<file path="config.mk">
export PLATFORM = sky130hd
export DESIGN_NAME = snake_scoreboard_mux
export DESIGN_NICKNAME = d
export VERILOG_FILES = /design/src/rtl/snake_display_pkg.sv /design/src/rtl/snake_scoreboard_mux_bin2bcd.sv /design/src/rtl/snake_scoreboard_mux.sv
export SDC_FILE = /design/constraint.sdc
export NUM_CORES = 1
export LEC_CHECK = 0
export CAP_MARGIN = 15
export CORE_MARGIN = 3
export CORE_UTILIZATION = 35
export DETAILED_ROUTE_END_ITERATION = 10
export GPL_TIMING_DRIVEN = 0
export PLACE_DENSITY = 0.63
export SLEW_MARGIN = 20
export SYNTH_ARGS = -nofsm -noshare
export SYNTH_HDL_FRONTEND = slang
export SYNTH_SLANG_ARGS = --single-unit
</file>
<file path="constraint.sdc">
create_clock -name i_Clk -period 2.8 [get_ports i_Clk]
set_input_delay 0.84 -clock i_Clk [delete_from_list [all_inputs] [get_ports i_Clk]]
set_output_delay 0.84 -clock i_Clk [all_outputs]
set_load 0.1 [all_outputs]
</file>
<file path="src/rtl/snake_display_pkg.sv">
// Shared definitions for the snake scoreboard: seven-segment glyphs,
// converter FSM state encoding and constant sizing helpers.
package snake_display_pkg;

    // Segment order is {g,f,e,d,c,b,a}, active-high.
    localparam logic [6:0] SEG_0     = 7'b0111111;
    localparam logic [6:0] SEG_1     = 7'b0000110;
    localparam logic [6:0] SEG_2     = 7'b1011011;
    localparam logic [6:0] SEG_3     = 7'b1001111;
    localparam logic [6:0] SEG_4     = 7'b1100110;
    localparam logic [6:0] SEG_5     = 7'b1101101;
    localparam logic [6:0] SEG_6     = 7'b1111101;
    localparam logic [6:0] SEG_7     = 7'b0000111;
    localparam logic [6:0] SEG_8     = 7'b1111111;
    localparam logic [6:0] SEG_9     = 7'b1101111;
    localparam logic [6:0] SEG_BLANK = 7'b0000000;

    typedef enum logic [1:0] {
        ST_IDLE  = 2'd0,
        ST_SHIFT = 2'd1,
        ST_DONE  = 2'd2
    } conv_state_e;

    // Decimal digits needed to hold 2^width - 1.
    function automatic int bcd_digits(input int width);
        logic [63:0] v;
        int          n;
        v = (64'd1 << width) - 64'd1;
        n = 1;
        while (v >= 64'd10) begin
            v = v / 64'd10;
            n++;
        end
        return n;
    endfunction

    function automatic logic [63:0] pow10(input int n);
        logic [63:0] p;
        p = 64'd1;
        for (int i = 0; i < n; i++) begin
            p = p * 64'd10;
        end
        return p;
    endfunction

    function automatic logic [6:0] seg_decode(input logic [3:0] nib);
        logic [6:0] seg;
        case (nib)
            4'd0:    seg = SEG_0;
            4'd1:    seg = SEG_1;
            4'd2:    seg = SEG_2;
            4'd3:    seg = SEG_3;
            4'd4:    seg = SEG_4;
            4'd5:    seg = SEG_5;
            4'd6:    seg = SEG_6;
            4'd7:    seg = SEG_7;
            4'd8:    seg = SEG_8;
            4'd9:    seg = SEG_9;
            default: seg = SEG_BLANK;
        endcase
        return seg;
    endfunction

endpackage

</file>
<file path="src/rtl/snake_scoreboard_mux_bin2bcd.sv">
// Sequential double-dabble converter (module snake_bin2bcd) with a one-deep,
// last-wins pending slot for scores that arrive while a conversion runs.
module snake_bin2bcd
    import snake_display_pkg::*;
#(
    parameter int SCORE_WIDTH = 14,
    parameter int NUM_DIGITS  = 4
) (
    input  logic                    clk,
    input  logic                    rst,
    input  logic                    start,
    input  logic [SCORE_WIDTH-1:0]  score,
    output conv_state_e             state_o,
    output logic                    overflow_o,
    output logic [4*NUM_DIGITS-1:0] bcd_o
);

    localparam int          BCD_DIGITS = bcd_digits(SCORE_WIDTH);
    localparam int          BCD_W      = 4 * BCD_DIGITS;
    localparam int          CNT_W      = $clog2(SCORE_WIDTH + 1);
    localparam logic [63:0] MAX_DISP   = pow10(NUM_DIGITS) - 64'd1;

    conv_state_e             state_q, state_d;
    logic [SCORE_WIDTH-1:0]  bin_q, bin_d;
    logic [BCD_W-1:0]        bcd_q, bcd_d;
    logic [CNT_W-1:0]        cnt_q, cnt_d;
    logic                    pend_q, pend_d;
    logic [SCORE_WIDTH-1:0]  pend_score_q, pend_score_d;
    logic                    ovf_q, ovf_d;
    logic [BCD_W+SCORE_WIDTH-1:0] shifted;

    function automatic logic [BCD_W-1:0] dabble(input logic [BCD_W-1:0] b);
        logic [BCD_W-1:0] r;
        r = b;
        for (int i = 0; i < BCD_DIGITS; i++) begin
            if (r[4*i +: 4] >= 4'd5) r[4*i +: 4] = r[4*i +: 4] + 4'd3;
        end
        return r;
    endfunction

    function automatic logic too_big(input logic [SCORE_WIDTH-1:0] s);
        return 64'(s) > MAX_DISP;
    endfunction

    always_comb begin
        state_d      = state_q;
        bin_d        = bin_q;
        bcd_d        = bcd_q;
        cnt_d        = cnt_q;
        pend_d       = pend_q;
        pend_score_d = pend_score_q;
        ovf_d        = ovf_q;
        shifted      = {dabble(bcd_q), bin_q} << 1;
        case (state_q)
            ST_IDLE: begin
                if (start) begin
                    bin_d   = score;
                    bcd_d   = '0;
                    cnt_d   = '0;
                    ovf_d   = too_big(score);
                    state_d = ST_SHIFT;
                end
            end
            ST_SHIFT: begin
                bcd_d = shifted[BCD_W+SCORE_WIDTH-1:SCORE_WIDTH];
                bin_d = shifted[SCORE_WIDTH-1:0];
                cnt_d = cnt_q + 1'b1;
                if (cnt_q == CNT_W'(SCORE_WIDTH - 1)) state_d = ST_DONE;
                if (start) begin
                    pend_d       = 1'b1;
                    pend_score_d = score;
                end
            end
            ST_DONE: begin
                // A queued score restarts immediately; a strobe in this same
                // cycle becomes the next pending entry.
                if (pend_q) begin
                    bin_d   = pend_score_q;
                    bcd_d   = '0;
                    cnt_d   = '0;
                    ovf_d   = too_big(pend_score_q);
                    pend_d  = 1'b0;
                    state_d = ST_SHIFT;
                end else begin
                    state_d = ST_IDLE;
                end
                if (start) begin
                    pend_d       = 1'b1;
                    pend_score_d = score;
                end
            end
            default: state_d = ST_IDLE;
        endcase
    end

    always_ff @(posedge clk) begin
        if (rst) begin
            state_q      <= ST_IDLE;
            bin_q        <= '0;
            bcd_q        <= '0;
            cnt_q        <= '0;
            pend_q       <= 1'b0;
            pend_score_q <= '0;
            ovf_q        <= 1'b0;
        end else begin
            state_q      <= state_d;
            bin_q        <= bin_d;
            bcd_q        <= bcd_d;
            cnt_q        <= cnt_d;
            pend_q       <= pend_d;
            pend_score_q <= pend_score_d;
            ovf_q        <= ovf_d;
        end
    end

    always_comb begin
        bcd_o = '0;
        for (int i = 0; i < NUM_DIGITS; i++) begin
            if (i < BCD_DIGITS) bcd_o[4*i +: 4] = bcd_q[4*((i < BCD_DIGITS) ? i : 0) +: 4];
        end
    end

    assign state_o    = state_q;
    assign overflow_o = ovf_q;

endmodule

</file>
<file path="src/rtl/snake_scoreboard_mux.sv">
// Scoreboard driver: BCD conversion, refresh divider and multiplexed 7-seg output.
// Optional leading-zero blanking via `define SNAKE_SCOREBOARD_BLANK_ZEROS_EN.
module snake_scoreboard_mux
    import snake_display_pkg::*;
#(
    parameter int NUM_DIGITS  = 4,
    parameter int SCORE_WIDTH = 14,
    parameter int REFRESH_DIV = 50000
) (
    input  logic                   i_Clk,
    input  logic                   i_Reset,
    input  logic [SCORE_WIDTH-1:0] i_Score,
    input  logic                   i_ScoreValid,
    output logic                   o_Busy,
    output logic                   o_Overflow,
    output logic [6:0]             o_Segments,
    output logic [NUM_DIGITS-1:0]  o_DigitSelect
);

    localparam int REF_W  = (REFRESH_DIV > 1) ? $clog2(REFRESH_DIV) : 1;
    localparam int IDX_W  = (NUM_DIGITS > 1) ? $clog2(NUM_DIGITS) : 1;
    localparam int DISP_W = 4 * NUM_DIGITS;

    conv_state_e          conv_state;
    logic                 conv_done;
    logic                 conv_ovf;
    logic [DISP_W-1:0]    conv_bcd;

    logic [REF_W-1:0]      ref_cnt_q, ref_cnt_d;
    logic [IDX_W-1:0]      idx_q, idx_d;
    logic [DISP_W-1:0]     disp_q, disp_d;
    logic                  ovf_q, ovf_d;
    logic [6:0]            seg_q, seg_d;
    logic [NUM_DIGITS-1:0] sel_q, sel_d;
    logic [NUM_DIGITS-1:0] blank_mask;
    logic [3:0]            cur_nib;
    logic                  cur_blank;

    snake_bin2bcd #(
        .SCORE_WIDTH (SCORE_WIDTH),
        .NUM_DIGITS  (NUM_DIGITS)
    ) u_bin2bcd (
        .clk        (i_Clk),
        .rst        (i_Reset),
        .start      (i_ScoreValid),
        .score      (i_Score),
        .state_o    (conv_state),
        .overflow_o (conv_ovf),
        .bcd_o      (conv_bcd)
    );

    assign conv_done = (conv_state == ST_DONE);
    assign o_Busy    = (conv_state != ST_IDLE);

    always_comb begin
        ref_cnt_d = ref_cnt_q + 1'b1;
        idx_d     = idx_q;
        if (ref_cnt_q == REF_W'(REFRESH_DIV - 1)) begin
            ref_cnt_d = '0;
            idx_d     = (idx_q == IDX_W'(NUM_DIGITS - 1)) ? '0 : idx_q + 1'b1;
        end
    end

    // The display only ever changes in DONE, so it never shows a partial value.
    always_comb begin
        disp_d = disp_q;
        ovf_d  = ovf_q;
        if (conv_done) begin
            disp_d = conv_ovf ? {NUM_DIGITS{4'h9}} : conv_bcd;
            ovf_d  = conv_ovf;
        end
    end

`ifdef SNAKE_SCOREBOARD_BLANK_ZEROS_EN
    logic [NUM_DIGITS-1:0] blank_q, blank_d;
    logic                  seen_nonzero;

    always_comb begin
        blank_d      = blank_q;
        seen_nonzero = 1'b0;
        if (conv_done) begin
            for (int i = NUM_DIGITS - 1; i >= 1; i--) begin
                seen_nonzero = seen_nonzero | (disp_d[4*i +: 4] != 4'd0);
                blank_d[i]   = ~seen_nonzero;
            end
            blank_d[0] = 1'b0;
        end
    end

    always_ff @(posedge i_Clk) begin
        if (i_Reset) begin
            blank_q    <= '1;
            blank_q[0] <= 1'b0;
        end else begin
            blank_q <= blank_d;
        end
    end

    assign blank_mask = blank_q;
`else
    assign blank_mask = '0;
`endif

    always_comb begin
        cur_nib   = 4'd0;
        cur_blank = 1'b0;
        sel_d     = '0;
        for (int i = 0; i < NUM_DIGITS; i++) begin
            sel_d[i] = (idx_q == IDX_W'(i));
            if (idx_q == IDX_W'(i)) begin
                cur_nib   = disp_q[4*i +: 4];
                cur_blank = blank_mask[i];
            end
        end
        seg_d = cur_blank ? SEG_BLANK : seg_decode(cur_nib);
    end

    always_ff @(posedge i_Clk) begin
        if (i_Reset) begin
            ref_cnt_q <= '0;
            idx_q     <= '0;
            disp_q    <= '0;
            ovf_q     <= 1'b0;
            seg_q     <= SEG_0;
            sel_q     <= '0;
            sel_q[0]  <= 1'b1;
        end else begin
            ref_cnt_q <= ref_cnt_d;
            idx_q     <= idx_d;
            disp_q    <= disp_d;
            ovf_q     <= ovf_d;
            seg_q     <= seg_d;
            sel_q     <= sel_d;
        end
    end

    assign o_Overflow    = ovf_q;
    assign o_Segments    = seg_q;
    assign o_DigitSelect = sel_q;

endmodule

</file>
* Word-level counts from Yosys, hierarchy flattened *
Memory sizes are Yosys's and may differ from the RTL's. A register that Yosys moved wholly into a read port is not among the register bits.
Index checks and enable logic that the tools add are counted.
W data, S select, Z words.

cells by class
  add/sub/neg operators = 8
  magnitude comparators = 7
  equality and inequality tests = 11
  muxes and demuxes = 30
  reduce and logical (&&, ||, !) cells = 13

operators with widths
  kind                     count
  $pmux W20 S3             1
  $pmux W14 S3             1
  $mux W20                 2
  $mux W4                  10
  $gt A14 B14 Y1 const B   2
  $mux W14                 2
  $ge A4 B3 Y1 const B     5
  $add A16 B1 Y16 const B  1
  $add A4 B2 Y4 const B    4
  $eq A16 B16 Y1 const B   1
  $mux W16                 1
  $pmux W4 S3              1
  $eq A2 B2 Y1 const B     3
  $mux W2                  3
  $pmux W2 S3              1
  $reduce_and A2 Y1        3
  $reduce_and A3 Y1        2
  $reduce_bool A2 Y1       3
  $mux W1                  5
  $add A4 B1 Y4 const B    1
  $eq A2 B1 Y1 const B     2
  $eq A4 B4 Y1 const B     1
  $logic_not A2 Y1         2
  $ne A2 B1 Y1 const B     2
  7 further kinds          10

storage, ports and cells
  register bits = 95
  memory bits (read-only) = 112
  input port bits = 17
  output and inout port bits = 13
  memories kept = 1

memory list
  name              depth  width  rd ports  clocked after Yosys merged registers in  wr ports  RTL line                 source
  (name not given)  16     7      1         1                                        0         snake_display_pkg.sv:48  case (nib)

* Longest topological paths before layout *
  depth after elaboration = 5
  mapped depth = 10
  gate-level depth less buffers = 10

* Hierarchy *
Synthesis repeated with hierarchy kept, for this count alone.

second synthesis, totals
  cells, all modules = 562
  area total of the unflattened synthesis = 4774.6 um^2

modules (own cells, without submodules)
  module                instances  cells each  area an instance (um^2)  seq. area each (um^2)
  snake_bin2bcd         1          323         2663.8                   1041.0
  snake_scoreboard_mux  1          239         2110.8                   920.9

* Worst setup path after synthesis *
No wires, ideal clock.

  path type = reg-to-reg
  from = reg idx_q[0]
  to = reg seg_q[1], in the netlist o_Segments[1]
  library setup time = 0.114 ns
  data arrival time = 2.160 ns
  required time = 2.686 ns
  setup slack = 0.526 ns
  cell stages (with the launch flop) = 8
  period minus slack after synthesis = 2.274 ns
  cells stage by stage = dfxtp_1 ha_1 buf_6 o311ai_0 inv_1 ha_1 nand2_1 a21o_1

RTL lines
  what                      RTL line                     source
  start: declaration        snake_scoreboard_mux.sv:30   logic [IDX_W-1:0] idx_q, idx_d;
  start signal: assignment  snake_scoreboard_mux.sv:129  idx_q <= idx_d;
  $eq A2 B2 Y1              --
  via sel_d[3]              snake_scoreboard_mux.sv:34   logic [NUM_DIGITS-1:0] sel_q, sel_d;
  $mux W4                   snake_scoreboard_mux.sv:110  if (idx_q == IDX_W'(i)) begin
  end: declaration          snake_scoreboard_mux.sv:33   logic [6:0] seg_q, seg_d;

The timed path passes the listed nets, and every way through them passes these cells.
A chain may end at the register's enable or synchronous reset.

* Final worst setup path *
  from = reg ovf_q, in the netlist o_Overflow
  to = out o_Overflow

RTL lines
  what                      RTL line                     source
  start: declaration        snake_scoreboard_mux.sv:32   logic ovf_q, ovf_d;
  start signal: assignment  snake_scoreboard_mux.sv:131  ovf_q <= ovf_d;
  end: declaration          snake_scoreboard_mux.sv:15   output logic o_Overflow,

No word-level cell between the ends.

==> results.cfg <==
[run_status]
status = completed

[drt]
wl_mm = 10.9
ant_nets = 0
drc = 0
vias_per_cell = 5.16
first_iter_violations = 302
wl_per_cell_um = 14.2
first_pass_iters = 5
vias = 3962

[sta]
relSlewSlack = 0.357
fin_ws_ns = 0.111
finClkSkew_ns = 0.00898
fin_tns_setup_ns = 0
min_period_ns = 2.69
hold_violations = 0
drv_slew = 0
max_freq_ghz = 0.372
rsz0062_at_grt = no
setup_viol = 0
final.period_utilization = 0.960
worstMarginPinSlew_ns = 0.962

[place]
dp_hpwl_mm = 7.98
dp_slack_ns = 0.00942
port_buffers = 29
routabilityCongestion = 0.783

[floorplanning]
core.rowCount = 41
start_util = 0.365
fp.dieArea_sq_um = 14800
ios = 30
die_w_um = 122
die_y_um = 122
core_region_area_sq_um = 12800

[cells_and_area]
fin_nets = 634
area_growth_syn_to_layout_pct = 17.3
fillCellCount = 1299
n_antenna_cell = 0
drive_gt1_frac = 0.0738

[clock_network]
clk_path_buf_depth = 2
cts_setup_buffers = 0
numCtsBuffers = 9
cts-htree-levels = 3
cts_tree = done
insertion_delay_ns = 0.34
clock-root-buffer = clkbuf_16
clkTransAtPathRegs_ns = 0.07
clock_sinks = 98

[yosys]
syn_avg_cell_area_sq_um = 8.50
synth_cells = 551
synth_edf_count = 0
ys_warn_count = 0
yosys_most_used_dff = dfxtp_1
syn_nets = 594
async_reset_ff_frac = 0
seq_area_frac_synth = 0.419
ys_seq_elements = 98
synth_top_area_share = 0.419
synth.area.top_cells = dfxtp_1, nor2_1, ha_1
synth_common_cells = dfxtp_1, nor2_1, a21oi_1, nand2_1, a22oi_1
synth_area_sq_um = 4680
synth_area_leader_cell = dfxtp_1
post-synth-top-count-cell = dfxtp_1
synth.distinct_cells = 46

[setup_path]
slowest_delay_ns = 1.14
ff2ff_path_depth = 8
crit_fanout = 2
crit_family = buffers and inverters
cpMaxStageDelayCell = clkdlybuf4s50_1
worstPathRequired_ns = 1.96
cp-start-kind = flip-flop
cp_cell_sequence = clkdlybuf4s50_1
arrival_ns = 1.85
path_class = reg2out
crit_path_end_kind = output port
crit_cells = 1
cp_num_buf_inv = 1

[power]
vdd_drop_max_mv = 0.373
power.density_nw_per_um2 = 798
leakage_nw = 2.00

[global_route]
overflow = 0
grt_start_max_net_pins = 16
grt_pass1_wl_mm = 19.0
grtUsageTotal = 0.157
grt_pass1_vias = 4006
grt_antenna_before_repair = 0

[worst_hold_path]
min_path_cells = 2
hold_class = reg2reg

[flow_run]
maxCapViolCount = 0
[cells by family (layout without fill, tap and decap cells)]
kind of cell / Yosys count / in the layout / share of synthesized area
AO/OA/AOI/OAI: 139 / 139 / 0.202
XOR/XNOR: 19 / 19 / 0.0355
adder cells (fa/ha/maj): 26 / 26 / 0.0695
buffers and inverters: 57 / 102 / 0.0569
flip-flops: 98 / 98 / 0.419
multiplexers: 9 / 9 / 0.0192
AND/OR/NAND/NOR: 203 / 203 / 0.198
[routing by layer]
layer	vias to the layer above	GRT usage	wire [um]
met2	78	0.267	5270
met4	0	0.0546	133
met1	1884	0.201	5110
met5	-	0	0
met3	10	0.0274	378
li1	1990	-	-
[registers in the layout, summed over array words and instances (netlist names)]
signal / cells
disp_q: 16
idx_q: 2
o_DigitSelect: 4
o_Overflow: 1
o_Segments: 7
ref_cnt_q: 16
u_bin2bcd.bcd_q: 16
u_bin2bcd.bin_q: 14
u_bin2bcd.cnt_q: 4
u_bin2bcd.overflow_o: 1
u_bin2bcd.pend_q: 1
u_bin2bcd.pend_score_q: 14
u_bin2bcd.state_o: 2
[power breakdown]
part           internal (mW)  leakage (nW)  switching, mW  total, mW
combinational          0.490          1.05          0.952       1.44
clock                  0.715         0.149          0.528       1.24
sequential              1.58         0.795          0.121       1.70
[cell type report]
type | instances | area [sq um] | share of cell area
sequential | 98 | 1960 | 0.357
inverter | 26 | 97.6 | 0.0178
clock inverter | 5 | 53.8 | 0.00979
timing repair buffer | 29 | 292 | 0.0531
buffer | 31 | 169 | 0.0308
tap | 172 | 215 | 0.0392
clock buffer | 11 | 243 | 0.0442
multi-input combinational | 396 | 2460 | 0.448
[final timing paths]
path / from / endpoint / slack, ns
max: o_Overflow / o_Overflow / 0.11
min: u_bin2bcd.pend_score_q[2] / u_bin2bcd.pend_score_q[2] / 0.46
max reg2reg: idx_q[1] / o_Segments[5] / 0.48
min reg2reg: u_bin2bcd.pend_score_q[2] / u_bin2bcd.pend_score_q[2] / 0.46
[placed cells by master, fill, tap and decap left out, types with 4 or more instances in the layout]
cell type        synthesis  final
and3_1                   4      4
mux2i_1                  9      9
a22oi_1                 34     34
nor2_1                  97     97
clkbuf_1                18     19
nand3_1                 14     14
clkbuf_16                0      9
buf_6                    6      6
xnor2_1                 11     11
nand2b_1                11     11
a211oi_1                 9      9
inv_1                   26     26
nand4_1                  4      4
nand3b_1                 4      4
clkdlybuf4s50_1          0     28
dfxtp_1                 98     98
a211oi_2                 9      9
nand2_1                 44     44
nor3_1                   7      7
o22ai_1                  8      8
a21oi_1                 49     49
xor2_1                   8      8
ha_1                    26     26
o21ai_0                 17     17
buf_2                    5      5
[worst register-to-register path, cell delays in order (launching register included)]
cell and delay [ns]:
dfxtp_1 0.39, inv_1 0.08, ha_1 0.28, nand3b_1 0.23, a221oi_2 0.53, inv_1 0.20
ha_1 0.25, a21oi_1 0.13, o21ai_0 0.10
[what timing repair did]
action,in CTS,in global routing
resized for setup,4,1
hold buffers,0,0
endpoints found under the setup margin,2,1
[metrics by stage]
stage / area, sq um / hold WS, ns / cells / utilization / total power, mW
3_3_place_gp: 5190 / 0.441 / 752 / 0.404 / 3.12
5_1_grt: 5490 / 0.478 / 768 / 0.428 / 4.66
3_5_place_dp: 5190 / 0.449 / 752 / 0.404 / 3.16
2_1_floorplan: 4680 / 0.430 / 551 / - / 2.79
4_1_cts: 5490 / 0.458 / 768 / 0.428 / 4.41
6_report: 5490 / 0.461 / 768 / 0.428 / 4.38
Power figures use the tool's default switching activity.
